`config.mk`:
```
export PLATFORM = sky130hd
export DESIGN_NAME = fetch_redirect_unit
export DESIGN_NICKNAME = d
export VERILOG_FILES = /design/src/rtl/pipeline_pkg.sv /design/src/rtl/sat_counter.sv /design/src/rtl/fetch_redirect_unit.sv
export SDC_FILE = /design/constraint.sdc
export NUM_CORES = 1
export LEC_CHECK = 0
export BUFFER_PORTS_ARGS = -buffer_cell sky130_fd_sc_hd__buf_2
export CORE_MARGIN = 2
export CORE_UTILIZATION = 35
export DETAILED_ROUTE_END_ITERATION = 6
export PLACE_DENSITY = 0.64
export SYNTH_ARGS = -nofsm -noshare
export SYNTH_HDL_FRONTEND = slang
export SYNTH_HIERARCHICAL = 1
export SYNTH_SLANG_ARGS = --single-unit
```
`constraint.sdc`:
```
create_clock -name clk -period 5.33 [get_ports clk]
set_input_delay 1.599 -clock clk [delete_from_list [all_inputs] [get_ports clk]]
set_output_delay 1.599 -clock clk [all_outputs]
set_load 0.1 [all_outputs]
```
`src/rtl/pipeline_pkg.sv`:
```
// Shared pipeline types and constants for the fetch side of the 3-stage core.
package pipeline_pkg;

  typedef enum logic [1:0] {
    RUN   = 2'd0,
    FLUSH = 2'd1,
    TRAP  = 2'd2
  } fetch_state_t;

  localparam logic [31:0] NOP_INSTR = 32'h0000_0013;
  localparam int unsigned PC_STEP   = 4;

endpackage

```
`src/rtl/sat_counter.sv`:
```
// Saturating up-counter used for the fetch debug statistics.
module sat_counter #(
  parameter int unsigned W = 16
) (
  input  logic         clk,
  input  logic         rst,
  input  logic         inc,
  input  logic         hold,
  output logic [W-1:0] count
);

  // Sticks at all-ones so a long run never wraps back to a misleading small value.
  always_ff @(posedge clk or posedge rst) begin
    if (rst) begin
      count <= '0;
    end else if (inc && !hold && (count != '1)) begin
      count <= count + W'(1);
    end
  end

endmodule

```
`src/rtl/fetch_redirect_unit.sv`:
```
// PC and IF->EX register owner: redirects fetch on taken branches, inserts a squash
// bubble, and traps on misaligned targets.
module fetch_redirect_unit
  import pipeline_pkg::*;
#(
  parameter int unsigned     XLEN      = 32,
  parameter logic [XLEN-1:0] RESET_PC  = '0,
  parameter logic [31:0]     NOP_INSTR = pipeline_pkg::NOP_INSTR,
  parameter int unsigned     CNT_W     = 16
) (
  input  logic              clk,
  input  logic              rst,
  input  logic              stall,
  input  logic              br_taken,
  input  logic [XLEN-1:0]   br_target,
  input  logic [31:0]       imem_rdata,
  output logic [XLEN-1:0]   pc,
  output logic [XLEN-1:0]   pc_ex,
  output logic [31:0]       instr_ex,
  output logic              valid_ex,
  output logic              flush,
  output logic              misalign,
  output logic [CNT_W-1:0]  taken_cnt,
  output logic [CNT_W-1:0]  flush_cnt
);

  fetch_state_t    state, state_next;
  logic            redirect, aligned, accept;
  logic [XLEN-1:0] pc_next, pc_ex_next;
  logic [31:0]     instr_next;
  logic            valid_next, flush_next, misalign_next;

  // A bubble in EX carries no real branch, so its br_taken must not redirect.
  assign redirect = br_taken & valid_ex;
  assign aligned  = (br_target[1:0] == 2'b00);
  assign accept   = (state == RUN) && !stall && redirect && aligned;

  always_ff @(posedge clk or posedge rst) begin
    if (rst) state <= RUN;
    else     state <= state_next;
  end

  always_comb begin
    state_next = state;
    unique case (state)
      RUN:     if (!stall && redirect) state_next = aligned ? FLUSH : TRAP;
      FLUSH:   if (!stall) state_next = RUN;
      TRAP:    state_next = TRAP;
      default: state_next = RUN;
    endcase
  end

  always_comb begin
    pc_next       = pc;
    pc_ex_next    = pc_ex;
    instr_next    = instr_ex;
    valid_next    = valid_ex;
    flush_next    = flush;
    misalign_next = misalign;
    if (!stall) begin
      unique case (state)
        RUN: begin
          flush_next = 1'b0;
          if (redirect && aligned) begin
            pc_next    = br_target;
            pc_ex_next = pc;
            instr_next = NOP_INSTR;
            valid_next = 1'b0;
            flush_next = 1'b1;
          end else if (redirect) begin
            instr_next    = NOP_INSTR;
            valid_next    = 1'b0;
            misalign_next = 1'b1;
          end else begin
            pc_next    = pc + XLEN'(PC_STEP);
            pc_ex_next = pc;
            instr_next = imem_rdata;
            valid_next = 1'b1;
          end
        end
        FLUSH: begin
          pc_next    = pc + XLEN'(PC_STEP);
          pc_ex_next = pc;
          instr_next = imem_rdata;
          valid_next = 1'b1;
          flush_next = 1'b0;
        end
        default: ;
      endcase
    end
  end

  always_ff @(posedge clk or posedge rst) begin
    if (rst) begin
      pc       <= RESET_PC;
      pc_ex    <= '0;
      instr_ex <= NOP_INSTR;
      valid_ex <= 1'b0;
      flush    <= 1'b0;
      misalign <= 1'b0;
    end else begin
      pc       <= pc_next;
      pc_ex    <= pc_ex_next;
      instr_ex <= instr_next;
      valid_ex <= valid_next;
      flush    <= flush_next;
      misalign <= misalign_next;
    end
  end

  sat_counter #(.W(CNT_W)) u_taken_cnt (
    .clk   (clk),
    .rst   (rst),
    .inc   (accept),
    .hold  (stall),
    .count (taken_cnt)
  );

  sat_counter #(.W(CNT_W)) u_flush_cnt (
    .clk   (clk),
    .rst   (rst),
    .inc   (accept),
    .hold  (stall),
    .count (flush_cnt)
  );

endmodule

```
=== Word level (Yosys, flattened, before mapping) ===
Index checks and enable logic that the tools add are counted.

* Bits in registers: 133
* Bits in latches: 0
* Memory bits (writable): 0
* Memory bits (read-only): 0
* Input bits: 68
* Output and inout port bits: 131
* Word-level logic and storage cells: 56
* Memories kept: 0

* Add/sub/neg operators: 3
* Multipliers: 0
* Div/mod/pow operators: 0
* Order comparisons: 0
* Equal/unequal tests: 7
* Shift operators: 0
* Multiplexer cells: 18
* Bitwise logic cells: 3
* Reduce and logical (&&, ||, !) cells: 16

{| class="wikitable"
|+ Operator list
! operator !! count
|-
| $mux W32 || 6
|-
| $pmux W32 S2 || 3
|-
| $add A16 B1 Y16 const B || 2
|-
| $add A32 B3 Y32 const B || 1
|-
| $ne A16 B16 Y1 const B || 2
|-
| $logic_and A1 B1 Y1 || 8
|-
| $mux W2 || 3
|-
| $pmux W2 S3 || 1
|-
| $logic_not A2 Y1 || 2
|-
| $pmux W1 S2 || 2
|-
| $reduce_and A2 Y1 || 2
|-
| $reduce_and A4 Y1 || 1
|-
| $mux W1 || 3
|-
| $ne A3 B2 Y1 const B || 1
|-
| $reduce_and A3 Y1 || 1
|-
| $eq A2 B1 Y1 const B || 1
|-
| $eq A2 B2 Y1 const B || 1
|-
| $ne A2 B1 Y1 const B || 1
|-
| $ne A2 B2 Y1 const B || 1
|-
| $not A1 Y1 || 2
|-
| $reduce_bool A2 Y1 || 1
|-
| $and A1 B1 Y1 || 1
|-
| $logic_not A1 Y1 || 1
|}

=== Longest topological paths before layout ===
Gate-level depths: netlist (run 1).

* Depth after elaboration: 6
* Depth in mapped cells: 9
* Mapped depth without buffers: 8

=== Hierarchy ===
Netlist (run 1), hierarchy kept.

{| class="wikitable"
|+ Modules (own cells, without submodules)
! module !! times used !! cells an instance !! area each (sq um) !! seq. area each (sq um)
|-
| fetch_redirect_unit || 1 || 458 || 4544.4 || 2531.2
|-
| sat_counter || 2 || 74 || 822.0 || 400.4
|}

=== Worst setup path after synthesis (run 1) ===
OpenSTA, ideal clock, no wires.

* Path kind: input-to-reg
* Start point: in stall
* End point: reg u_flush_cnt.count[8]
* Setup time: 0.165 ns
* Arrival: 3.535 ns
* Required time: 5.165 ns
* Setup slack: 1.629 ns
* Cell stages on the path: 8
* Path buffers: 1
* Cells stage by stage: nor2_1 nand2_1 nor3_1 nand2b_1 clkbuf_1 or3_2 nor3_1 xor2_1

* Longest elaborated chain between the ends: 6

{| class="wikitable"
|+ Ends and longest elaborated chain
! element !! RTL line !! text
|-
| from (decl) || fetch_redirect_unit.sv:13 || <nowiki>input logic stall,</nowiki>
|-
| $logic_not A1 Y1 || fetch_redirect_unit.sv:36 || <nowiki>assign accept = (state == RUN) && !stall && redirect && aligned;</nowiki>
|-
| $logic_and A1 B1 Y1 (3 in a row) || fetch_redirect_unit.sv:36 ||
|-
| net accept || fetch_redirect_unit.sv:28 || <nowiki>logic redirect, aligned, accept;</nowiki>
|-
| $logic_and A1 B1 Y1 (2 in a row) || sat_counter.sv:16 || <nowiki>end else if (inc && !hold && (count != '1)) begin</nowiki>
|-
| to (signal assigned) || sat_counter.sv:17 || <nowiki>count <= count + W'(1);</nowiki>
|-
| to (decl) || sat_counter.sv:9 || <nowiki>output logic [W-1:0] count</nowiki>
|}

The timed path passes the listed nets, and every way through them passes these cells.
A chain may end at the register's enable or synchronous reset.

=== Final worst setup path (run 1) ===
* Start point: in br_taken
* End point: reg u_flush_cnt.count[10]

* Longest elaborated chain between the ends: 5

{| class="wikitable"
|+ Ends and longest elaborated chain
! element !! RTL line !! text
|-
| from (decl) || fetch_redirect_unit.sv:14 || <nowiki>input logic br_taken,</nowiki>
|-
| $and A1 B1 Y1 || fetch_redirect_unit.sv:34 || <nowiki>assign redirect = br_taken & valid_ex;</nowiki>
|-
| $logic_and A1 B1 Y1 (2 in a row) || fetch_redirect_unit.sv:36 ||
|-
| net accept || fetch_redirect_unit.sv:28 ||
|-
| $logic_and A1 B1 Y1 (2 in a row) || sat_counter.sv:16 ||
|}

The timed path passes the listed nets, and every way through them passes these cells.

==> results.json, run 1 <==
{
  "status": "finished clean",
  "wire_per_inst_um": 16.11,
  "ys_warn_count": 6,
  "ant_nets": 0,
  "core_area_um2": 17300,
  "fillCellCount": 1691,
  "crit_required_ps": 5660,
  "instances_no_fill": 1037,
  "holdCritPathClass": "reg2reg",
  "ir_worst_vdd_mv": 0.2085,
  "crit_family": "simple AND/OR/NAND/NOR gates",
  "root_buffer": "clkbuf_16",
  "drt_pass1_iterations": 4,
  "synth_edf_count": 0,
  "finalPower_w": 0.002405,
  "post_cts_buffers": 0,
  "min_from": "pc_ex[18]",
  "slew_headroom_pct": 30.42,
  "htree_levels": 4,
  "io_buffer_count": 198,
  "antenna_found_initial": 2,
  "synthAdderAreaFrac_pct": 0.6066,
  "synth_compound_area_share_pct": 14.76,
  "dieArea_um2": 18760,
  "cts.sink_count": 133,
  "worst_slew_pin_slew_ps": 1036,
  "synthFlopType": "dfrtp_1",
  "r2r_slack_ps": 2280,
  "hold_violations": 0,
  "r2r-start": "valid_ex",
  "vias": 5241,
  "cts_resized": 0,
  "final_cell_area_um2": 7918,
  "slew_viol_final": 0,
  "die_h_um": 137.0,
  "cp_max_fo": 9,
  "synth_top_family_by_area": "simple AND/OR/NAND/NOR gates",
  "clockBufferDepth": 2,
  "rows": 48,
  "syn_nets": 677,
  "drive_gt1_share_pct": 33.62,
  "rsz0062_at_grt": "false",
  "cts_buffers": 17,
  "finish.utilization_pct": 45.78,
  "nNetsFinal": 868,
  "synthSimpleGateAreaFrac_pct": 22.71,
  "path_buf_inv": 1,
  "async_flop_share_pct": 100.0,
  "setup_violations": 0,
  "start_util_pct": 35.78,
  "cp-start-kind": "primary input",
  "path_cells": "buf_2 > nand2_1 > nor2_1 > nand2_1 > nor3_1 > nand2b_1 > or3_2 > nor3_1 > xor2_1",
  "viasPerCell": 5.054,
  "grt_pass1_wl_um": 26590,
  "leakagePower_nw": 4.159,
  "track_usage_pct": 18.20,
  "hpwl_um": 11680,
  "maxCapViolations": 0,
  "tns_ps": 0,
  "clk_latency_ps": 410,
  "arrival_ps": 4260,
  "syn_avg_cell_area_um2": 10.21,
  "p_per_area_nw_per_um2": 303.7,
  "cts.clk_slew.worst_paths_ps": 60,
  "grt_max_degree": 66,
  "grt_overflow": 0,
  "fmax_mhz": 254.3,
  "criticalPathCategory": "in2reg",
  "finClkSkew_ps": 10.20,
  "cp-end-kind": "flip-flop",
  "drc": 0,
  "netlist_instances": 606,
  "cp-startpoint": "br_taken",
  "dp_cells": 1003,
  "synth.area.mux_share_pct": 0.6470,
  "area.growth.synth_to_final_pct": 27.94,
  "ctsHoldBuffers": 0,
  "place_area_um2": 7358,
  "crit_slowest_cell": "nor3_1",
  "yosysSeqAreaShare_pct": 53.84,
  "netlist_area_um2": 6188,
  "die_x_um": 137.0,
  "pin_count": 199,
  "place_congestion": 0.7817,
  "synthXorXnorAreaFrac_pct": 4.246,
  "cpPeakStageDelay_ps": 650,
  "cts_tree": "yes",
  "fin_crit_ps": 3932,
  "ys_ff_latch": 133,
  "min_period_over_period_pct": 73.77,
  "grt_pass1_vias": 5035,
  "routed_wl_um": 16700,
  "drtIter0Drc": 293,
  "synthDistinctLibCells": 59
}
## cells in the mapped netlist (4+ instances only)
| master | n | share of area [%] |
|---|---|---|
| o21ai_0 | 22 | 1.8 |
| and3_1 | 5 | 0.51 |
| nor2_1 | 30 | 1.8 |
| nand2b_1 | 4 | 0.40 |
| a22o_1 | 29 | 4.1 |
| a21oi_1 | 30 | 2.4 |
| a2bb2oi_1 | 9 | 1.3 |
| nor4_4 | 4 | 1.4 |
| xor2_1 | 26 | 3.7 |
| xnor2_1 | 4 | 0.57 |
| clkbuf_1 | 21 | 1.3 |
| inv_1 | 5 | 0.30 |
| nand3_1 | 25 | 2.0 |
| a31oi_1 | 4 | 0.40 |
| nor3_1 | 18 | 1.5 |
| clkbuf_8 | 4 | 0.89 |
| nand4_1 | 15 | 1.5 |
| and3_2 | 4 | 0.49 |
| buf_2 | 5 | 0.40 |
| nand2_1 | 126 | 7.6 |
| o22ai_1 | 6 | 0.61 |
| dfrtp_1 | 130 | 53 |
| o22a_1 | 11 | 1.6 |
| nor4_1 | 6 | 0.61 |
## worst paths after layout
path,to,depth (start not counted)
max in group asynchronous,pc[11],3
hold reg to reg,pc_ex[18],2
min in group asynchronous,u_taken_cnt/count[7],2
setup / recovery,u_flush_cnt/count[10],9
hold / removal,pc_ex[18],2
setup reg to reg,u_flush_cnt/count[10],8
## worst reg2reg max path: stages (launching register included)
cell      delay [ps]
dfrtp_1          370
nand2_1          210
nor2_1           230
nand2_1          110
nor3_1           650
nand2b_1         390
or3_2            570
nor3_1           220
xor2_1           190
## flip-flops by register name, indices dropped and copies added, names as in the netlist
signal and flops:
u_taken_cnt/count 16, u_flush_cnt/count 16, flush 1, pc 32
valid_ex 1, state 2, instr_ex 32, misalign 1
pc_ex 32
## cell usage in the layout (no fill, tap or decap), drive strengths merged, types with 3 or more instances in the layout
cell type / count
a21oi: 30
a22o: 29
a2bb2oi: 9
a31oi: 4
and2: 5
and3: 9
buf: 205
clkbuf: 19
clkinv: 9
dfrtp: 130
dfstp: 3
diode: 3
ha: 3
inv: 5
nand2: 126
nand2b: 4
nand3: 27
nand4: 18
nor2: 32
nor2b: 3
nor3: 18
nor4: 11
o21ai: 22
o22a: 11
o22ai: 6
o31a: 4
or3: 3
or4: 3
xnor2: 4
xor2: 26
## kinds of logic after synthesis
group,count (synthesis)
buffers and inverters,38
XOR/XNOR,30
adder cells (fa/ha/maj),3
multiplexers,3
AO/OA/AOI/OAI,130
AND/OR/NAND/NOR,269
flip-flops,133
## stage by stage
stage	setup WS (ps)	hold slack [ps]
2_1_floorplan	1089	482.9
3_5_place_dp	966.3	457.8
3_3_place_gp	1054	453.3
5_1_grt	1118	494.3
6_report	1398	471.2
4_1_cts	1355	472.5
## cell type report
type / count / area, um2 / area share [%]
flip-flops and latches: 133 / 3332 / 42.08
multi-input cells: 435 / 2680 / 33.85
repair buffers: 205 / 1044 / 13.18
clock buffers: 19 / 442.9 / 5.594
well taps: 225 / 281.5 / 3.556
clock inverters: 12 / 108.9 / 1.375
inverters: 5 / 21.27 / 0.2686
diodes: 3 / 7.507 / 0.09482
## power breakdown
part / internal [W] / switching (W)
registers: 0.00103 / 0.0000182
logic: 0.0000529 / 0.000210
clock network: 0.000651 / 0.000441
total: 0.00174 / 0.000670
## routing by layer
| layer | up-vias | GRT usage, % | share of wire, % |
|---|---|---|---|
| met1 | 2522 | 24.36 | 46 |
| met3 | 12 | 5.148 | 6.5 |
| met2 | 143 | 28.61 | 46 |
| met5 | - | 0 | 0 |
| met4 | 0 | 5.556 | 0.93 |
| li1 | 2564 | - | - |
(Power assumes the default switching activity.)
==> run 2, diff against run 1 <==
PLACE_DENSITY = 0.66   (was 0.64)
clock period = 3.6 ns   (was 5.33 ns; I/O delays follow)
==> results.json, run 2 (synthesis results as in run 1) <==
{
  "hpwl_um": 11930,
  "cts_buffers": 17,
  "grt_overflow": 0,
  "root_buffer": "clkbuf_16",
  "final_common_cell": "buf_2",
  "routed_wl_um": 16790,
  "drtIter0Drc": 270,
  "core_area_um2": 17300,
  "cts.clk_slew.worst_paths_ps": 60,
  "cts_tree": "yes",
  "htree_levels": 4,
  "viasPerCell": 5.138,
  "clockBufferDepth": 2,
  "holdCritPathClass": "reg2reg",
  "fin_crit_ps": 2642,
  "grt_pass1_vias": 5071,
  "p_per_area_nw_per_um2": 471.2,
  "leakagePower_nw": 4.241,
  "grt_max_degree": 66,
  "setup_violations": 0,
  "drc": 0,
  "worst_slew_pin_slew_ps": 649.2,
  "rsz0062_at_grt": "false",
  "cp-start-kind": "primary input",
  "final_cell_mix": "buf_2, dfrtp_1, nand2_1",
  "maxCapViolations": 0,
  "whs_ps": 467.7,
  "io_buffer_count": 198,
  "crit_required_ps": 3940,
  "dieArea_um2": 18760,
  "fmax_mhz": 378.5,
  "grt_pass1_wl_um": 26630,
  "regArea_um2": 3332,
  "arrival_ps": 2980,
  "drt_pass1_iterations": 5,
  "nNetsFinal": 877,
  "rows": 48,
  "status": "finished clean",
  "cts_resized": 0,
  "cp-end-kind": "flip-flop",
  "drive_gt1_share_pct": 34.35,
  "post_cts_buffers": 0,
  "die_h_um": 137.0,
  "multi_input_area_um2": 2680,
  "start_util_pct": 35.78,
  "die_x_um": 137.0,
  "ctsHoldBuffers": 0,
  "finClkSkew_ps": 8.644,
  "ant_nets": 0,
  "ir_worst_vdd_mv": 0.3186,
  "diodes": 0,
  "slew_viol_final": 0,
  "antenna_found_initial": 0,
  "vias": 5359,
  "cts.sink_count": 133,
  "hold_violations": 0,
  "wire_per_inst_um": 16.09,
  "slew_headroom_pct": 56.67,
  "area.growth.synth_to_final_pct": 30.45,
  "reg_top3": "instr_ex x32, pc x32, pc_ex x32",
  "track_usage_pct": 18.19,
  "pin_count": 199,
  "fillCellCount": 1676,
  "finish.utilization_pct": 46.67,
  "criticalPathCategory": "in2reg",
  "tns_ps": 0,
  "min_period_over_period_pct": 73.38,
  "cp_max_fo": 9,
  "finalPower_w": 0.003804,
  "clk_latency_ps": 420,
  "place_congestion": 0.7908
}
==> run 2: cell types whose count changed in the layout (fill, tap and decap cells not counted), sizes merged <==
cell / previous run / this run
bufinv: 1 / 4
buf: 205 / 214
inv: 5 / 4
clkinv: 9 / 6
diode: 3 / 0
clkbuf: 19 / 20
==> run 2: area by class of cell <==
| type | count | area share, % |
|---|---|---|
| tap | 225 | 3.487 |
| inverter | 5 | 0.2790 |
| sequential | 133 | 41.27 |
| multi-input combinational | 435 | 33.20 |
| timing repair buffer | 214 | 13.92 |
| clock buffer | 20 | 5.657 |
| clock inverter | 11 | 2.185 |
==> run 2: critical path, cell delays in order <==
cell and delay [ps]:
buf_2 80, nand2_1 60, nor2_1 170, nand2_1 120, nor3_1 140, buf_4 170, nand2b_1 190, or3_2 530
nor3_1 260, xor2_1 170
==> run 2: worst paths after layout <==
kind	startpoint	endpoint	slack, ps	cells after the start
worst max-delay path	br_taken	u_taken_cnt/count[8]	960	10
worst min-delay path	pc_ex[10]	pc_ex[10]	470	2
worst max register to register	pc[2]	pc[22]	1240	6
worst min register to register	pc_ex[10]	pc_ex[10]	470	2
max in group asynchronous	rst	pc_ex[10]	2110	3
min in group asynchronous	rst	state[1]	740	2
==> run 2: per-layer routing <==
layer,vias up,part of all wire [%],global-route usage [%]
met1,2596,47,24.92
met5,-,0,0
met3,19,5.6,4.630
met4,0,1.4,6.014
li1,2588,-,-
met2,156,46,28.08
==> run 2: stage by stage <==
stage,instances,setup WS [ps],instance area [um2]
3_3_place_gp,1012,657.4,7440
5_1_grt,1043,764.0,8073
4_1_cts,1043,1005,8073
2_1_floorplan,606,418.5,6192
3_5_place_dp,1012,563.1,7440
6_report,1043,958.3,8073
==> run 2: report_power, final <==
group / total [W] / leakage, nW / internal (W) / switching, W
Combinational: 0.000394 / 2.17 / 0.0000809 / 0.000313
Sequential: 0.00156 / 1.76 / 0.00153 / 0.0000280
Clock: 0.00185 / 0.306 / 0.00120 / 0.000659
